`config.mk`:
```
export PLATFORM = sky130hd
export DESIGN_NAME = mem_arbiter_flat
export DESIGN_NICKNAME = d
export VERILOG_FILES = /design/src/rtl/mem_arbiter_if.sv /design/src/rtl/mem_arbiter.sv /design/src/flat_wrapper.sv
export SDC_FILE = /design/constraint.sdc
export NUM_CORES = 1
export LEC_CHECK = 0
export BUFFER_PORTS_ARGS = -buffer_cell sky130_fd_sc_hd__buf_4
export CELL_PAD_IN_SITES_DETAIL_PLACEMENT = 0
export CELL_PAD_IN_SITES_GLOBAL_PLACEMENT = 1
export CORE_AREA = 2 2 144 146
export CTS_BUF_LIST = sky130_fd_sc_hd__clkbuf_16
export CTS_CLUSTER_DIAMETER = 60
export CTS_CLUSTER_SIZE = 16
export DETAILED_ROUTE_END_ITERATION = 6
export DIE_AREA = 0 0 146 148
export PLACE_DENSITY_LB_ADDON = 0.1
export SETUP_SLACK_MARGIN = 0.1
export SYNTH_ARGS = -nofsm -noshare
export SYNTH_HDL_FRONTEND = slang
export SYNTH_SLANG_ARGS = --single-unit
```
`constraint.sdc`:
```
create_clock -name clock -period 2.24 [get_ports clock]
set_clock_uncertainty 0.1 [all_clocks]
set_input_delay 0.336 -clock clock [delete_from_list [all_inputs] [get_ports clock]]
set_output_delay 0.336 -clock clock [all_outputs]
set_load 0.05 [all_outputs]
```
`src/rtl/mem_arbiter_if.sv`:
```
// Bundle of loader, fetch and debug request ports plus the memory-controller side.
// The arbiter uses the slave view; the surrounding system drives through the master view.
interface mem_arbiter_if;
    logic        ld_req;
    logic        ld_wren;
    logic        ld_done;
    logic [31:0] ld_addr;
    logic [31:0] ld_wdata;
    logic        f_req;
    logic        f_wren;
    logic [31:0] f_addr;
    logic [31:0] f_wdata;
    logic        d_req;
    logic        d_wren;
    logic [31:0] d_addr;
    logic [31:0] d_wdata;
    logic        ld_gnt;
    logic        f_gnt;
    logic        d_gnt;
    logic        f_rvalid;
    logic        d_rvalid;
    logic [31:0] f_rdata;
    logic [31:0] d_rdata;
    logic        f_stall;
    logic [31:0] mem_address;
    logic [31:0] mem_data_in;
    logic        mem_wren;
    logic [31:0] mem_data_out;
    logic        run;
    logic [1:0]  owner;

    modport slave (
        input  ld_req, ld_wren, ld_done, ld_addr, ld_wdata,
        input  f_req, f_wren, f_addr, f_wdata,
        input  d_req, d_wren, d_addr, d_wdata,
        input  mem_data_out,
        output ld_gnt, f_gnt, d_gnt, f_rvalid, d_rvalid, f_rdata, d_rdata,
        output f_stall, mem_address, mem_data_in, mem_wren, run, owner
    );

    modport master (
        output ld_req, ld_wren, ld_done, ld_addr, ld_wdata,
        output f_req, f_wren, f_addr, f_wdata,
        output d_req, d_wren, d_addr, d_wdata,
        output mem_data_out,
        input  ld_gnt, f_gnt, d_gnt, f_rvalid, d_rvalid, f_rdata, d_rdata,
        input  f_stall, mem_address, mem_data_in, mem_wren, run, owner
    );
endinterface

```
`src/rtl/mem_arbiter.sv`:
```
// Single-port memory arbiter: loader owns memory until ld_done, then fetch and debug
// share it with fetch favoured for up to FETCH_BURST back-to-back grants.
module mem_arbiter #(
    parameter int FETCH_BURST = 4
) (
    input  logic         clock,
    input  logic         reset_n,
    mem_arbiter_if.slave bus
);
    localparam int CW = $clog2(FETCH_BURST + 1);
    localparam logic [CW-1:0] BURST_MAX = CW'(FETCH_BURST);

    typedef enum logic {PH_LOAD, PH_RUN} phase_e;
    typedef enum logic [1:0] {
        OWN_NONE = 2'b00,
        OWN_LD   = 2'b01,
        OWN_F    = 2'b10,
        OWN_D    = 2'b11
    } owner_e;

    phase_e          phase_q, phase_d;
    logic            last_dbg_q, last_dbg_d;
    logic [CW-1:0]   burst_cnt_q, burst_cnt_d;
    logic            f_rvalid_q, f_rvalid_d;
    logic            d_rvalid_q, d_rvalid_d;
    owner_e          owner;

    always_ff @(posedge clock or negedge reset_n) begin
        if (!reset_n) begin
            phase_q     <= PH_LOAD;
            last_dbg_q  <= 1'b1;
            burst_cnt_q <= '0;
            f_rvalid_q  <= 1'b0;
            d_rvalid_q  <= 1'b0;
        end else begin
            phase_q     <= phase_d;
            last_dbg_q  <= last_dbg_d;
            burst_cnt_q <= burst_cnt_d;
            f_rvalid_q  <= f_rvalid_d;
            d_rvalid_q  <= d_rvalid_d;
        end
    end

    always_comb begin
        phase_d     = phase_q;
        owner       = OWN_NONE;
        last_dbg_d  = last_dbg_q;
        burst_cnt_d = burst_cnt_q;

        case (phase_q)
            PH_LOAD: begin
                if (bus.ld_done) phase_d = PH_RUN;
                if (bus.ld_req)  owner   = OWN_LD;
            end
            PH_RUN: begin
                // Contention: fetch keeps the port until its burst allowance is used up.
                if (bus.f_req && bus.d_req)
                    owner = (last_dbg_q || (burst_cnt_q < BURST_MAX)) ? OWN_F : OWN_D;
                else if (bus.f_req)
                    owner = OWN_F;
                else if (bus.d_req)
                    owner = OWN_D;
            end
            default: phase_d = PH_LOAD;
        endcase

        if (!reset_n) owner = OWN_NONE;

        if (owner == OWN_F) last_dbg_d = 1'b0;
        if (owner == OWN_D) last_dbg_d = 1'b1;

        if (!bus.d_req || owner == OWN_D)
            burst_cnt_d = '0;
        else if (owner == OWN_F && burst_cnt_q < BURST_MAX)
            burst_cnt_d = burst_cnt_q + CW'(1);

        f_rvalid_d = (owner == OWN_F) && !bus.f_wren;
        d_rvalid_d = (owner == OWN_D) && !bus.d_wren;
    end

    always_comb begin
        bus.mem_address = '0;
        bus.mem_data_in = '0;
        bus.mem_wren    = 1'b0;
        case (owner)
            OWN_LD: begin
                bus.mem_address = bus.ld_addr;
                bus.mem_data_in = bus.ld_wdata;
                bus.mem_wren    = bus.ld_wren;
            end
            OWN_F: begin
                bus.mem_address = bus.f_addr;
                bus.mem_data_in = bus.f_wdata;
                bus.mem_wren    = bus.f_wren;
            end
            OWN_D: begin
                bus.mem_address = bus.d_addr;
                bus.mem_data_in = bus.d_wdata;
                bus.mem_wren    = bus.d_wren;
            end
            default: ;
        endcase
    end

    assign bus.ld_gnt   = (owner == OWN_LD);
    assign bus.f_gnt    = (owner == OWN_F);
    assign bus.d_gnt    = (owner == OWN_D);
    assign bus.owner    = owner;
    assign bus.run      = (phase_q == PH_RUN);
    assign bus.f_stall  = (bus.f_req && (owner != OWN_F)) || (phase_q == PH_LOAD);
    assign bus.f_rvalid = f_rvalid_q;
    assign bus.d_rvalid = d_rvalid_q;
    assign bus.f_rdata  = bus.mem_data_out;
    assign bus.d_rdata  = bus.mem_data_out;
endmodule
```
`src/flat_wrapper.sv`:
```
// flat-port wrapper written by rule: the top's interface ports become plain ports
module mem_arbiter_flat 
#(
    parameter int FETCH_BURST = 4
)
  (clock, reset_n, bus_ld_req, bus_ld_wren, bus_ld_done, bus_ld_addr, bus_ld_wdata, bus_f_req, bus_f_wren, bus_f_addr, bus_f_wdata, bus_d_req, bus_d_wren, bus_d_addr, bus_d_wdata, bus_mem_data_out, bus_ld_gnt, bus_f_gnt, bus_d_gnt, bus_f_rvalid, bus_d_rvalid, bus_f_rdata, bus_d_rdata, bus_f_stall, bus_mem_address, bus_mem_data_in, bus_mem_wren, bus_run, bus_owner);
  mem_arbiter_if bus_i ();
  input  logic clock;
  input  logic reset_n;
  input wire logic [$bits(bus_i.ld_req)-1:0] bus_ld_req;
  input wire logic [$bits(bus_i.ld_wren)-1:0] bus_ld_wren;
  input wire logic [$bits(bus_i.ld_done)-1:0] bus_ld_done;
  input wire logic [$bits(bus_i.ld_addr)-1:0] bus_ld_addr;
  input wire logic [$bits(bus_i.ld_wdata)-1:0] bus_ld_wdata;
  input wire logic [$bits(bus_i.f_req)-1:0] bus_f_req;
  input wire logic [$bits(bus_i.f_wren)-1:0] bus_f_wren;
  input wire logic [$bits(bus_i.f_addr)-1:0] bus_f_addr;
  input wire logic [$bits(bus_i.f_wdata)-1:0] bus_f_wdata;
  input wire logic [$bits(bus_i.d_req)-1:0] bus_d_req;
  input wire logic [$bits(bus_i.d_wren)-1:0] bus_d_wren;
  input wire logic [$bits(bus_i.d_addr)-1:0] bus_d_addr;
  input wire logic [$bits(bus_i.d_wdata)-1:0] bus_d_wdata;
  input wire logic [$bits(bus_i.mem_data_out)-1:0] bus_mem_data_out;
  output wire logic [$bits(bus_i.ld_gnt)-1:0] bus_ld_gnt;
  output wire logic [$bits(bus_i.f_gnt)-1:0] bus_f_gnt;
  output wire logic [$bits(bus_i.d_gnt)-1:0] bus_d_gnt;
  output wire logic [$bits(bus_i.f_rvalid)-1:0] bus_f_rvalid;
  output wire logic [$bits(bus_i.d_rvalid)-1:0] bus_d_rvalid;
  output wire logic [$bits(bus_i.f_rdata)-1:0] bus_f_rdata;
  output wire logic [$bits(bus_i.d_rdata)-1:0] bus_d_rdata;
  output wire logic [$bits(bus_i.f_stall)-1:0] bus_f_stall;
  output wire logic [$bits(bus_i.mem_address)-1:0] bus_mem_address;
  output wire logic [$bits(bus_i.mem_data_in)-1:0] bus_mem_data_in;
  output wire logic [$bits(bus_i.mem_wren)-1:0] bus_mem_wren;
  output wire logic [$bits(bus_i.run)-1:0] bus_run;
  output wire logic [$bits(bus_i.owner)-1:0] bus_owner;
  assign bus_i.ld_req = bus_ld_req;
  assign bus_i.ld_wren = bus_ld_wren;
  assign bus_i.ld_done = bus_ld_done;
  assign bus_i.ld_addr = bus_ld_addr;
  assign bus_i.ld_wdata = bus_ld_wdata;
  assign bus_i.f_req = bus_f_req;
  assign bus_i.f_wren = bus_f_wren;
  assign bus_i.f_addr = bus_f_addr;
  assign bus_i.f_wdata = bus_f_wdata;
  assign bus_i.d_req = bus_d_req;
  assign bus_i.d_wren = bus_d_wren;
  assign bus_i.d_addr = bus_d_addr;
  assign bus_i.d_wdata = bus_d_wdata;
  assign bus_i.mem_data_out = bus_mem_data_out;
  assign bus_ld_gnt = bus_i.ld_gnt;
  assign bus_f_gnt = bus_i.f_gnt;
  assign bus_d_gnt = bus_i.d_gnt;
  assign bus_f_rvalid = bus_i.f_rvalid;
  assign bus_d_rvalid = bus_i.d_rvalid;
  assign bus_f_rdata = bus_i.f_rdata;
  assign bus_d_rdata = bus_i.d_rdata;
  assign bus_f_stall = bus_i.f_stall;
  assign bus_mem_address = bus_i.mem_address;
  assign bus_mem_data_in = bus_i.mem_data_in;
  assign bus_mem_wren = bus_i.mem_wren;
  assign bus_run = bus_i.run;
  assign bus_owner = bus_i.owner;
  mem_arbiter #(.FETCH_BURST(FETCH_BURST)) u_core (.clock(clock), .reset_n(reset_n), .bus(bus_i));
endmodule
```
; Word-level counts from Yosys, hierarchy flattened
; Cells that the tools add are included.
[totals]
reg_bits = 7
[classes]
n_addsub = 1
magnitude_cmp = 1
eq_ne = 4
n_mux = 16
n_bitwise = 1
n_reduce_logical = 13
[ops]
columns = operator, n
row1 = $pmux 32 s3, 2
row2 = $mux 2, 4
row3 = $mux 1, 6
row4 = $mux 3, 2
row5 = $logic_and 1x1->1, 5
row6 = $eq 2x2->1 const B, 2
row7 = $pmux 2 s2, 1
row8 = $reduce_bool 2->1, 2
row9 = $add 3x1->3 const B, 1
row10 = $logic_not 1->1, 3
row11 = $logic_or 1x1->1, 3
row12 = $lt 3x3->1 const B, 1
row13 = $pmux 1 s3, 1
row14 = $eq 2x1->1 const B, 1
row15 = $ne 2x2->1 const B, 1
row16 = $not 1->1, 1

; Longest topological paths before layout
; Gate-level depths: netlist of run 1.
[logic_depth]
ltp_word = 10
depth_mapped = 7

; Worst setup path after synthesis of run 1
; No wires, ideal clock.
[synth_timing]
path_kind = reg-to-output
start = reg u_core.phase_q (netlist: u_core.bus.run)
end = out bus_mem_address[21]
arrival_time_ps = 2086
t_required_ps = 1804
setup_slack_ps = -282
path_stages_with_launch = 6
path_cell_list = dfrtp_1 o21ai_1 buf_4 clkbuf_4 mux2i_1 o21ai_1
[synth_between]
elab_chain_cells = 5
elab_cells_between_ends = 7
classes_between = 3 x eq/ne / 3 x mux / 1 x bitwise
[synth_lines]
columns = item, line_no
row1 = "start, declared", mem_arbiter.sv:21  ; phase_e phase_q, phase_d;
row2 = "start signal, assigned", mem_arbiter.sv:36  ; phase_q <= phase_d;
row3 = $not 1->1, mem_arbiter.sv:50  ; case (phase_q)
row4 = $pmux 2 s2 *, mem_arbiter.sv:50
row5 = $mux 2 *, mem_arbiter.sv:67  ; if (!reset_n) owner = OWN_NONE;
row6 = $eq 2x2->1 / $eq 2x1->1 (equally long branches), mem_arbiter.sv:85  ; case (owner)
row7 = $pmux 32 s3 *, mem_arbiter.sv:85
row8 = "end, declared", flat_wrapper.sv:32  ; output wire logic [$bits(bus_i.mem_address)-1:0] bus_mem_address;
; Every way passes the cells marked *; elsewhere a longest branch is shown, timed or not.

; Worst setup path after layout of run 1
[layout_timing]
start = reg u_core.last_dbg_q
end = out bus_mem_address[7]
[layout_between]
elab_chain_cells = 7
elab_cells_between_ends = 9
classes_between = 3 x eq/ne / 5 x mux / 1 x reduce/logical
[layout_lines]
columns = item, line_no
row1 = "start, declared", mem_arbiter.sv:22  ; logic last_dbg_q, last_dbg_d;
row2 = "start signal, assigned", mem_arbiter.sv:37  ; last_dbg_q <= last_dbg_d;
row3 = $logic_or 1x1->1 *, mem_arbiter.sv:58  ; owner = (last_dbg_q || (burst_cnt_q < BURST_MAX)) ? OWN_F : OWN_D;
row4 = $mux 1 *, mem_arbiter.sv:58
row5 = $mux 2 *, mem_arbiter.sv:57  ; if (bus.f_req && bus.d_req)
row6 = $pmux 2 s2 *, mem_arbiter.sv:50
row7 = $mux 2 *, mem_arbiter.sv:67
row8 = $eq 2x2->1 / $eq 2x1->1 (equally long branches), mem_arbiter.sv:85
row9 = $pmux 32 s3 *, mem_arbiter.sv:85
; Marked as above.

==> metrics, run 1 <==
status finished clean; Async SR Flop Fraction 1.00; CP startpoint u_core.last_dbg_q; Vias/cell 3.99; share of post-route cells with drive strength above 1 0.698; mean area per synthesized cell 7.03 µm²; Rows 52; routed len/inst 17.4 µm; area grow syn2layout 111%; final count of pins violating max slew 0; sequential element share of the synthesized area 0.0706; leakage power 0.00256 µW; busiest grt layer met2; max cap viols 0; CP cell instances nand2b_4 > a21o_4 > inv_4 > nor2_8 > buf_12 > o21ai_1 > buf_6; dominant synthesized flop cell dfrtp_1; First-pass DRT Iterations 4; CTS Root Cell clkbuf_16; initial antenna violation count 0; largest net degree at the start of global routing 40; number of global-route vias before repair 3307; total power 1710 µW; r2r startpoint u_core.last_dbg_q; post-DP HPWL 10.3 mm; Final Hold Viols 0; antenna-violating nets left 0; RSZ-0062 raised after global routing yes; relative slew slack 0.711; arrival time worst endpoint 1.73 ns; crit path kind register to primary output; placer congestion estimate 0.726; Port Buf Inserts 274; Fin Setup TNS 0 ns; first-pass GRT wire length 19.1 mm; GRT met3 Usage 0.0324; Detailed Route WL 14.6 mm; core area 0.0200 mm²; Congestion Overflow GR 0; Post-synth EDFFs 0; Final Setup Violations 0; Worst setup EP type primary output; Ports 371; hold wc startpoint bus_f_wren; M2 GR Usage 0.211; crit path max-delay cell type dfstp_2; r2r setup slk 0.80 ns; VDD IR-drop max 0.000187 V; H-tree levels 1; required time of the critical path 1.80 ns; syn nets 589; Gate Count Post-Synth 355; Slew @ Worst Pin 0.434 ns; Worst-path clk slew 0.04 ns; Synth Cell Area 0.00250 mm²; GRT Overall Usage 0.111; Yosys cell types 33; critical path launch point type register; post-route clock period utilization 0.966; DIE WIDTH 146 µm; worst-skew pair later-pin latency 0.23 ns; Die Area 0.0216 mm²; routed vias 3348; Final nets 804; Yosys reg bits 7; Bufs on Longest Clock Path 2; TritonCTS buffer count 3; Clock Sinks 7; crit path max fanout 15; 1st-iter DRT viols 70; Hold WC Path Type input pin to register; initial core utilization 0.125; n_diodes 0; grt met1 use 0.124; CP max stage delay 0.52 ns; TritonCTS clock tree built; final worst path period need 2.16 ns; DRC 0; Warnings, synthesis 0; Max Freq 462 MHz; Die H 148 µm; pwr/cell area 325 mW/mm²
[path summary, 6_finish.rpt]
kind | depth (start not counted) | endpoint
hold reg to reg | 2 | u_core.last_dbg_q
hold / removal | 2 | u_core.bus.f_rvalid
setup reg to reg | 5 | u_core.burst_cnt_q[2]
max in group asynchronous | 3 | u_core.last_dbg_q
min in group asynchronous | 3 | u_core.bus.run
setup / recovery | 7 | bus_mem_address[7]
[sequential cells by signal, summed over array words and instances (netlist names)]
register,count
u_core.burst_cnt_q,3
u_core.bus.d_rvalid,1
u_core.bus.f_rvalid,1
u_core.bus.run,1
u_core.last_dbg_q,1
[critical path: cells and delay by family (launching register included)]
family | cells | cell delay, ns
AO/OA/AOI/OAI | 2 | 0.28
buffers and inverters | 3 | 0.40
AND/OR/NAND/NOR | 2 | 0.28
flip-flops | 1 | 0.52
[placed cells by master, fill, tap and decap left out, drive strengths merged, types with 2 or more instances in the layout]
cell,count
or2,2
buf,298
clkbuf,8
dfrtp,6
mux2i,37
nand2,62
nor2,6
inv,5
nand4,36
o21ai,39
nand3,57
[cell usage after synthesis (2+ instances only)]
master,n,area share
buf_1,4,0.0060
buf_2,6,0.012
buf_4,71,0.21
buf_6,8,0.036
clkbuf_1,3,0.0045
clkbuf_4,3,0.0090
dfrtp_1,6,0.060
inv_2,2,0.0030
mux2i_1,37,0.15
nand2_1,62,0.093
nand3_1,47,0.094
nand3_2,10,0.040
nand4_1,36,0.090
nor2_1,5,0.0075
o21ai_1,9,0.018
o21ai_2,29,0.10
[per-stage QoR]
stage	cell area (µm²)	setup slack (ns)	std cells	util	hold slack, ns
floorplan	2550	0.00280	355	-	-0.0596
global placement	4490	0.166	818	0.224	0.194
detailed placement	4490	0.172	818	0.224	0.199
CTS	4640	0.0331	825	0.231	0.171
global route	5260	0.00861	839	0.262	0.184
finish	5260	0.0751	839	0.262	0.176
[layout make-up]
cell class	count	area, µm²
fillers	2247	14800
repair buffers	304	2770
multi-input cells	248	1840
well taps	270	338
flip-flops and latches	7	178
clock buffers	3	75.1
inverters	5	52.6
repair inverters	1	6.26
clock inverters	1	3.75
[kinds of logic after synthesis]
kind of cell / share of synthesized area
flops: 0.0706
fa+ha+maj: 0.00501
compound gates: 0.135
buf+inv: 0.292
simple gates: 0.346
xor+xnor: 0.00351
mux: 0.148
[repair_timing]
| item | in CTS | in global routing |
|---|---|---|
| pin swaps | 0 | 14 |
| gates cloned | 0 | 10 |
| endpoints found under the setup margin | 66 | 67 |
| setup buffers | 2 | 4 |
| resized for setup | 8 | 99 |
| hold buffers | 1 | 0 |
| endpoints found under the hold margin | 6 | 0 |
[report_power, final]
part / leakage (µW) / switching (µW) / internal, µW
logic: 0.00243 / 684 / 581
clock network: 0.0000423 / 73.9 / 233
registers: 0.0000871 / 2.97 / 134
[routing by layer]
metal | wire length, µm | share of wire
met5 | 0 | 0
met4 | 134 | 0.0092
met3 | 1040 | 0.071
met2 | 7800 | 0.53
met1 | 5670 | 0.39
No activity file was read; power rests on OpenSTA's default activity.
==> run 2: changes to the inputs <==
==> config.mk (replaced) <==
export PLATFORM = sky130hd
export DESIGN_NAME = mem_arbiter_flat
export DESIGN_NICKNAME = d
export VERILOG_FILES = /design/src/rtl/mem_arbiter_if.sv /design/src/rtl/mem_arbiter.sv /design/src/flat_wrapper.sv
export SDC_FILE = /design/constraint.sdc
export NUM_CORES = 1
export LEC_CHECK = 0
export BUFFER_PORTS_ARGS = -buffer_cell sky130_fd_sc_hd__buf_4
export CORE_AREA = 2 2 143 145
export CTS_BUF_LIST = sky130_fd_sc_hd__clkbuf_16
export CTS_CLUSTER_DIAMETER = 30
export CTS_CLUSTER_SIZE = 16
export DETAILED_ROUTE_END_ITERATION = 6
export DIE_AREA = 0 0 145 147
export SETUP_SLACK_MARGIN = 0.1
export SYNTH_ARGS = -nofsm -noshare
export SYNTH_HDL_FRONTEND = slang
export SYNTH_SLANG_ARGS = --single-unit
==> run 2 against run 1 <==
Net effect: total power increased by 2.6%; sequential share of layout area decreased by 0.21 points; non-clock buffer count increased by 17; clock-buffer cell count unchanged; worst setup slack got worse by 0.041 ns; routed wire length increased by 4.0%; critical endpoint is now bus_mem_address[26]; largest cell class unchanged; critical path depth unchanged; highest routed layer unchanged; clock power about the same.
==> metrics, run 2 (same netlist as run 1, synthesis figures left out) <==
status finished clean (unchanged); Worst-path clk slew 0.04 ns (about the same); worst-skew pair later-pin latency 0.23 ns (about the same); n_diodes 0 (unchanged); Max Freq 453 MHz (was 462 MHz); max reg flops 3 (unchanged); initial antenna violation count 0 (unchanged); crit-path leading delay family flip-flops (unchanged); Port Buf Inserts 274 (unchanged); routed len/inst 17.8 µm (was 17.4 µm); Detailed Route WL 15.2 mm (was 14.6 mm); routed vias 3574 (was 3348); TritonCTS clock tree built (unchanged); Final Cell Area 0.00560 mm² (was 0.00526 mm²); First-pass DRT Iterations 4 (unchanged); required time of the critical path 1.80 ns (about the same); GRT Overall Usage 0.117 (was 0.111); relative slew slack 0.812 (was 0.711); final count of pins violating max slew 0 (unchanged); DRC 0 (unchanged); Final nets 820 (was 804); H-tree levels 1 (unchanged); Slew @ Worst Pin 0.282 ns (was 0.434 ns); share of post-route cells with drive strength above 1 0.715 (was 0.698); Most flops, register u_core.burst_cnt_q (unchanged); critical path launch point type register (unchanged); DIE WIDTH 145 µm (was 146 µm); largest net degree at the start of global routing 35 (was 40); pwr/cell area 313 mW/mm² (was 325 mW/mm²); post-DP HPWL 9.91 mm (was 10.3 mm); core area 0.0198 mm² (was 0.0200 mm²); worst hold stages 2 (unchanged); Worst setup EP type primary output (unchanged); CP max stage delay 0.52 ns (about the same); max cap viols 0 (unchanged); Rows 52 (unchanged); CP cell instances nand2b_4 > a21o_4 > buf_12 > buf_12 > nand4_1 > o21ai_2 > buf_6 (was nand2b_4 > a21o_4 > inv_4 > nor2_8 > buf_12 > o21ai_1 > buf_6); crit path max fanout 6 (was 15); CP bufs+invs 3 (unchanged); total power 1750 µW (was 1710 µW); R2R depth 9 (was 5); Die Area 0.0213 mm² (was 0.0216 mm²); antenna-violating nets left 0 (unchanged); 1st-iter DRT viols 194 (was 70); Final Setup Violations 0 (unchanged); placed standard-cell area 0.00448 mm² (was 0.00449 mm²); VDD IR-drop max 0.000259 V (was 0.000187 V); Final Hold Viols 0 (unchanged); area grow syn2layout 124% (was 111%); Congestion Overflow GR 0 (unchanged); Vias/cell 4.18 (was 3.99); number of global-route vias before repair 3527 (was 3307); arrival time worst endpoint 1.77 ns (was 1.73 ns); Fin Setup TNS 0 ns (unchanged); post-route clock period utilization 0.985 (was 0.966); placer congestion estimate 0.771 (was 0.726); Ports 371 (unchanged); crit path kind register to primary output (unchanged); highest-count cells in the layout ignoring fill and taps buf_4 (226), nand2_1 (62), buf_6 (46) (was buf_4 (228), nand2_1 (62), buf_6 (48)); first-pass GRT wire length 19.8 mm (was 19.1 mm); leakage power 0.00276 µW (was 0.00256 µW); most common cell after layout, fill and taps aside buf_4 (unchanged); TritonCTS buffer count 3 (unchanged); initial core utilization 0.126 (was 0.125); Hold WC Path Type input pin to register (unchanged); final worst path period need 2.21 ns (was 2.16 ns); Clock Sinks 7 (unchanged); Bufs on Longest Clock Path 2 (unchanged); crit path max-delay cell type dfstp_2 (unchanged); RSZ-0062 raised after global routing yes (unchanged); Die H 147 µm (was 148 µm); Worst path most repeated cell buf_12; CTS Root Cell clkbuf_16 (unchanged); Worst path depth 7 (unchanged)
-- run 2: changes by cell type in the layout (fill, tap and decap cells not counted), sizes merged --
cell and change:
bufinv -1, buf +15, clkbuf +2
-- run 2: power by group --
group          internal [µW]  switching, µW  total [µW]
clock network            235           72.9         308
registers                134           2.74         137
logic                    618            691        1310
total                    987            766        1750
-- run 2: metal layers --
layer	global-route usage	vias to the layer above	wire, µm
li1	-	1657	-
met1	0.135	1666	5960
met2	0.215	220	7610
met3	0.0357	31	1360
met4	0.0173	0	286
met5	0	-	0
-- run 2: path summary, 6_finish.rpt --
| kind | startpoint | endpoint | slack [ns] |
|---|---|---|---|
| worst max-delay path | u_core.last_dbg_q | bus_mem_address[26] | 0.03 |
| worst min-delay path | bus_f_wren | u_core.bus.f_rvalid | 0.17 |
| worst max register to register | u_core.last_dbg_q | u_core.burst_cnt_q[0] | 0.47 |
| worst min register to register | u_core.last_dbg_q | u_core.last_dbg_q | 0.38 |
| max in group asynchronous | reset_n | u_core.last_dbg_q | 1.34 |
| min in group asynchronous | reset_n | u_core.burst_cnt_q[1] | 0.50 |
-- run 2: what timing repair did --
| item | 4_1_cts | 5_1_grt |
|---|---|---|
| hold endpoints to repair | 6 | 0 |
| gates resized for setup | 73 | 63 |
| setup buffers | 14 | 2 |
| setup endpoints to repair | 67 | 67 |
| hold buffers | 1 | 0 |
| gates cloned | 6 | 8 |
| pin swaps | 14 | 24 |
-- run 2: through the flow --
step | hold slack (ns) | std cells | utilization | setup slack (ns)
after global routing | 0.175 | 855 | 0.282 | -0.0158
after global placement | 0.194 | 820 | 0.226 | 0.0736
after detailed placement | 0.195 | 820 | 0.226 | 0.191
after CTS | 0.171 | 845 | 0.260 | 0.0222
after floorplan | -0.0596 | 355 | - | 0.00280
final | 0.172 | 855 | 0.282 | 0.0337
-- run 2: area by class of cell --
cell class	count	area (µm²)
Tap cell	270	338
Inverter	5	28.8
Fill cell	2126	14200
Clock buffer	3	75.1
Multi-Input combinational cell	248	1820
Timing Repair Buffer	321	3160
Clock inverter	1	5.00
Sequential cell	7	178
